## src/rtl/aes_round_sequencer.sv

```systemverilog
// aes_round_sequencer: iterative AES encryption controller. A single external
// one_round/final_round datapath is reused for all NR rounds of a block. The
// datapath inputs are held stable for ROUND_LAT+1 cycles, and the result is
// captured on the last cycle of each round.
module aes_round_sequencer #(
  parameter int NR        = 10,
  parameter int ROUND_LAT = 2
) (
  input  logic         clk,
  input  logic         rst,
  input  logic         in_valid,
  output logic         in_ready,
  input  logic [127:0] in_data,
  output logic         out_valid,
  input  logic         out_ready,
  output logic [127:0] out_data,
  output logic [3:0]   rk_idx,
  input  logic [127:0] rk_data,
  output logic [127:0] rnd_state,
  output logic [127:0] rnd_key,
  input  logic [127:0] rnd_result,
  input  logic [127:0] fin_result,
  output logic         busy
);

  localparam int              WCNT_W    = $clog2(ROUND_LAT + 1);
  localparam logic [WCNT_W-1:0] WCNT_LAST = WCNT_W'(ROUND_LAT);
  localparam logic [3:0]      RND_FINAL = 4'(NR);

  typedef enum logic [1:0] {
    S_IDLE,
    S_ROUND,
    S_FINAL,
    S_DONE
  } state_e;

  state_e              fsm_q, fsm_d;
  logic [127:0]        state_reg_q, state_reg_d;
  logic [3:0]          rnd_q, rnd_d;
  logic [WCNT_W-1:0]   wcnt_q, wcnt_d;
  logic [127:0]        out_data_q, out_data_d;
  logic                out_valid_q, out_valid_d;
  logic                round_done;

  // The datapath result is ready on the last cycle of the hold window.
  assign round_done = (wcnt_q == WCNT_LAST);

  assign in_ready  = (fsm_q == S_IDLE);
  assign busy      = (fsm_q == S_ROUND) || (fsm_q == S_FINAL);
  assign out_valid = out_valid_q;
  assign out_data  = out_data_q;
  assign rnd_state = state_reg_q;
  assign rnd_key   = rk_data;

  // Next-state, round sequencing and round-key index selection.
  always_comb begin
    // NOTE: every next-state value defaults to its hold value first, so no
    // path through the case statement can infer a latch.
    fsm_d       = fsm_q;
    state_reg_d = state_reg_q;
    rnd_d       = rnd_q;
    wcnt_d      = wcnt_q;
    out_data_d  = out_data_q;
    out_valid_d = out_valid_q;
    rk_idx      = 4'd0;

    case (fsm_q)
      S_IDLE: begin
        // Key 0 is on rk_data now, so initial whitening happens at accept.
        if (in_valid && in_ready) begin
          state_reg_d = in_data ^ rk_data;
          rnd_d       = 4'd1;
          wcnt_d      = '0;
          fsm_d       = (NR == 1) ? S_FINAL : S_ROUND;
        end
      end

      S_ROUND: begin
        rk_idx = rnd_q;
        if (round_done) begin
          state_reg_d = rnd_result;
          rnd_d       = rnd_q + 4'd1;
          wcnt_d      = '0;
          if (rnd_q + 4'd1 == RND_FINAL) begin
            fsm_d = S_FINAL;
          end
        end else begin
          wcnt_d = wcnt_q + WCNT_W'(1);
        end
      end

      S_FINAL: begin
        rk_idx = RND_FINAL;
        if (round_done) begin
          out_data_d  = fin_result;
          out_valid_d = 1'b1;
          wcnt_d      = '0;
          fsm_d       = S_DONE;
        end else begin
          wcnt_d = wcnt_q + WCNT_W'(1);
        end
      end

      S_DONE: begin
        // Hold the ciphertext until the consumer takes it.
        if (out_valid_q && out_ready) begin
          out_valid_d = 1'b0;
          fsm_d       = S_IDLE;
        end
      end

      default: fsm_d = S_IDLE;
    endcase
  end

  // State and datapath registers; a reset abandons any block in flight.
  always_ff @(posedge clk or posedge rst) begin
    if (rst) begin
      // NOTE: the 128-bit state and output registers are reset as well, so
      // rnd_state and out_data read zero straight out of reset.
      fsm_q       <= S_IDLE;
      state_reg_q <= '0;
      rnd_q       <= 4'd0;
      wcnt_q      <= '0;
      out_data_q  <= '0;
      out_valid_q <= 1'b0;
    end else begin
      // NOTE: non-blocking assignments only, so every register updates from
      // pre-edge values regardless of statement order.
      fsm_q       <= fsm_d;
      state_reg_q <= state_reg_d;
      rnd_q       <= rnd_d;
      wcnt_q      <= wcnt_d;
      out_data_q  <= out_data_d;
      out_valid_q <= out_valid_d;
    end
  end

endmodule
```

## config.mk

```make
export PLATFORM = sky130hd
export DESIGN_NAME = aes_round_sequencer
export DESIGN_NICKNAME = d
export VERILOG_FILES = /design/src/rtl/aes_round_sequencer.sv
export SDC_FILE = /design/constraint.sdc
export NUM_CORES = 1
export LEC_CHECK = 0
export CAP_MARGIN = 20
export CORE_AREA = 3 3 352 354
export CTS_BUF_LIST = sky130_fd_sc_hd__clkbuf_4
export DETAILED_ROUTE_END_ITERATION = 8
export DIE_AREA = 0 0 355 357
export GPL_TIMING_DRIVEN = 0
export HOLD_SLACK_MARGIN = 0.05
export PLACE_DENSITY = 0.31
export SYNTH_ARGS = -nofsm -noshare
export SYNTH_HDL_FRONTEND = slang
export SYNTH_SLANG_ARGS = --single-unit
```

## constraint.sdc

```tcl
create_clock -name clk -period 19.1 [get_ports clk]
set_clock_uncertainty 0.15 [all_clocks]
set_input_delay 1.91 -clock clk [delete_from_list [all_inputs] [get_ports clk]]
set_output_delay 1.91 -clock clk [all_outputs]
set_load 0.01 [all_outputs]
```

==> impl_metrics.env <==
export IMPL_cts_max_path_buffers=3
export IMPL_critical_path_slowest_cell="clkdlybuf4s50_1"
export IMPL_cp_end_kind="primary output"
export IMPL_rows=128
export IMPL_synth_edf_count=0
export IMPL_r2r_cells=7
export IMPL_vias=13300
export IMPL_clkSlewWorstSetupHoldPaths_ns=0.06
export IMPL_cts_setup_buffers=0
export IMPL_io_buffer_count=906
export IMPL_endpoint="rk_idx[2]"
export IMPL_relSlewSlack_pct=34.0
export IMPL_clock_latency_ns=0.91
export IMPL_arrival_ns=3.89
export IMPL_drc_errors=0
export IMPL_power_leakage_uw=0.0101
export IMPL_fin_crit_ns=5.95
export IMPL_fin_crit_sh_pct=31.2
export IMPL_regArea_um2=6630
export IMPL_antenna_found_initial=15
export IMPL_syn_avg_cell_area_um2=10.2
export IMPL_die_height_um=357
export IMPL_ys_flop_type="dfrtp_1"
export IMPL_async_flop_share_pct=100
export IMPL_fp_dieW_um=355
export IMPL_layout_setup_ws_ns=13.15
export IMPL_multi_input_area_um2=5160
export IMPL_die_area_um2=127000
export IMPL_rsz0062_at_grt="false"
export IMPL_crit_chain="inv_1, ha_1, buf_4, buf_2, buf_2, and2_1, clkdlybuf4s50_1"
export IMPL_power_density_nw_per_um2=141
export IMPL_drive_gt1_share_pct=17.5
export IMPL_hpwl_um=69200
export IMPL_irDropWorstVdd_mv=0.0424
export IMPL_netlist_top_cells_count="dfrtp_1, buf_4, nand2_1"
export IMPL_grt_use_total_pct=12.4
export IMPL_synthDominantCellAreaShare_pct=50.3
export IMPL_io_pins=907
export IMPL_cts_tree="done"
export IMPL_yosysSeqAreaShare_pct=50.3
export IMPL_cts_root_buffer_cell="clkbuf_4"
export IMPL_ctsResizeCount=0
export IMPL_routed_via_density=3.33
export IMPL_setup_tns_ns=0
export IMPL_r2r_end="rnd_state[34]"
export IMPL_postRouteAntennaNets=0
export IMPL_numCtsBuffers=90
export IMPL_wire_per_inst_um=20.5
export IMPL_drt_iter0_markers=482
export IMPL_yosys_warnings=0
export IMPL_finalInstanceArea_um2=25400
export IMPL_cts_sinks=265
export IMPL_drtPass1Iterations=4
export IMPL_critical_path_buf_inv_count=5
export IMPL_nets=2815
export IMPL_max_clock_freq_mhz=168
export IMPL_worst_hold_path_type="flip-flop to flip-flop"
export IMPL_synth_area_um2=13200
export IMPL_critPathLaunch="fsm_q[1]"
export IMPL_yosysMostFrequentCell="dfrtp_1"
export IMPL_crit_path_frequent_cell="buf_2"
export IMPL_yosysTopAreaCell="dfrtp_1"
export IMPL_rr_startpoint="fsm_q[1]"
export IMPL_drt_total_wl_um=81600
export IMPL_path_depth=7
export IMPL_core_um2=121000
export IMPL_required_ns=17.04
export IMPL_crit_family="buffers and inverters"
export IMPL_nFillCells=13500
export IMPL_worst_pin_slew_ns=0.990
export IMPL_crit_fanout=10
export IMPL_cts_hold_buf=0
export IMPL_crit_type="flip-flop to primary output"
export IMPL_place_gp_congestion=0.832
export IMPL_dp_slack_ns=13.69
export IMPL_grt_overflow=0
export IMPL_worstSetupStartpointType="flip-flop"
export IMPL_grt_pass1_vias=14500
export IMPL_grt_pass1_wl_um=111000
export IMPL_ff2ff_setup_slack_ns=15.97
export IMPL_placed_area_um2=24400
export IMPL_setup_viol=0
export IMPL_drv_slew=0
export IMPL_ys_types=27
export IMPL_grt_max_degree=102
export IMPL_critPathMaxStageDelay_ns=0.68
export IMPL_syn_to_final_growth_pct=92.9
export IMPL_syn_nets=1815
export IMPL_htreeDepth=3
export IMPL_status="finished clean"
export IMPL_netlist_top_cells_area="dfrtp_1, mux2_2, xnor2_1"
export IMPL_syn_inst=1293
export IMPL_floorplan_initialDensity_pct=10.9
export IMPL_hold_viol_final=0
export IMPL_ys_ff_latch=265
export IMPL_maxCapViolations=0
==> kinds of logic after synthesis <==
| kind of cell | synth area share, % |
|---|---|
| buf+inv | 10.6 |
| xor+xnor | 8.57 |
| mux | 11.1 |
| fa+ha+maj | 0.569 |
| simple gates | 8.50 |
| flops | 50.3 |
| compound gates | 10.4 |
==> cell usage in the layout (no fill, tap or decap), types with 2 or more instances in the layout <==
cell / n
diode_2: 7
dfrtp_1: 265
buf_1: 2
xnor2_1: 129
clkbuf_4: 129
clkinv_1: 10
buf_4: 142
inv_1: 4
and2_1: 3
nor2_1: 131
clkdlybuf4s50_1: 906
o21ai_0: 125
mux2_1: 21
buf_6: 13
buf_16: 2
o21ai_1: 12
nand2_1: 141
inv_6: 3
nand4_1: 2
buf_2: 5
clkbuf_1: 36
inv_8: 4
nor2b_1: 2
nand3_1: 3
nand2b_1: 3
mux2_2: 108
ha_1: 6
a21oi_1: 132
==> through the flow <==
stage / hold slack [ns] / power (uW) / cells / util (%)
finish: 0.327 / 3590 / 3979 / 21.0
global placement: 0.318 / 3070 / 3824 / 20.0
global route: 0.355 / 3880 / 3978 / 21.0
detailed placement: 0.319 / 3080 / 3826 / 20.1
floorplan: 0.328 / 1810 / 1293 / -
CTS: 0.331 / 3730 / 3972 / 20.9
==> layout make-up <==
cell class / count / area share [%]
diodes: 7 / 0.0688
plain buffers: 199 / 5.44
clock buffers: 129 / 3.81
clock inverters: 17 / 0.418
inverters: 5 / 0.103
multi-input cells: 824 / 20.3
flip-flops and latches: 265 / 26.1
well taps: 1625 / 7.99
repair buffers: 908 / 35.9
==> power breakdown <==
part	switching, uW	internal (uW)
clock network	292	309
logic	1050	931
registers	152	852
==> worst min-delay path by stage <==
stage / startpoint / endpoint / slack [ns] / depth (start not counted)
2_1_floorplan: wcnt_q[1] / wcnt_q[1] / 0.33 / 2
3_3_place_gp: rnd_state[1] / rnd_state[1] / 0.32 / 2
3_5_place_dp: rnd_state[94] / rnd_state[94] / 0.32 / 2
4_1_cts: rnd_state[105] / rnd_state[105] / 0.33 / 2
5_1_grt: rnd_state[1] / rnd_state[1] / 0.36 / 2
6_report: rnd_state[105] / rnd_state[105] / 0.33 / 2
==> sequential cells by signal (all words and copies together) (netlist names) <==
name       cells
out_data     128
fsm_q          2
out_valid      1
wcnt_q         2
rnd_q          4
rnd_state    128
==> metal layers <==
metal	wire, um	up-vias	global-route usage, %
li1	-	6235	-
met1	33100	6333	14.6
met2	41000	587	21.8
met3	6130	97	3.94
met4	1300	6	3.00
met5	38	-	0
==> worst register-to-register path, delay by kind of cell, from the launching register on <==
family,cells,cell delay [ns]
AOI/OAI and AO/OA,2,0.67
adders and majority gates,1,0.22
buffers and inverters,3,1.35
DFF,1,0.41
and+or+nand+nor,1,0.15
Note: power is estimated with default switching activity, not from simulation.
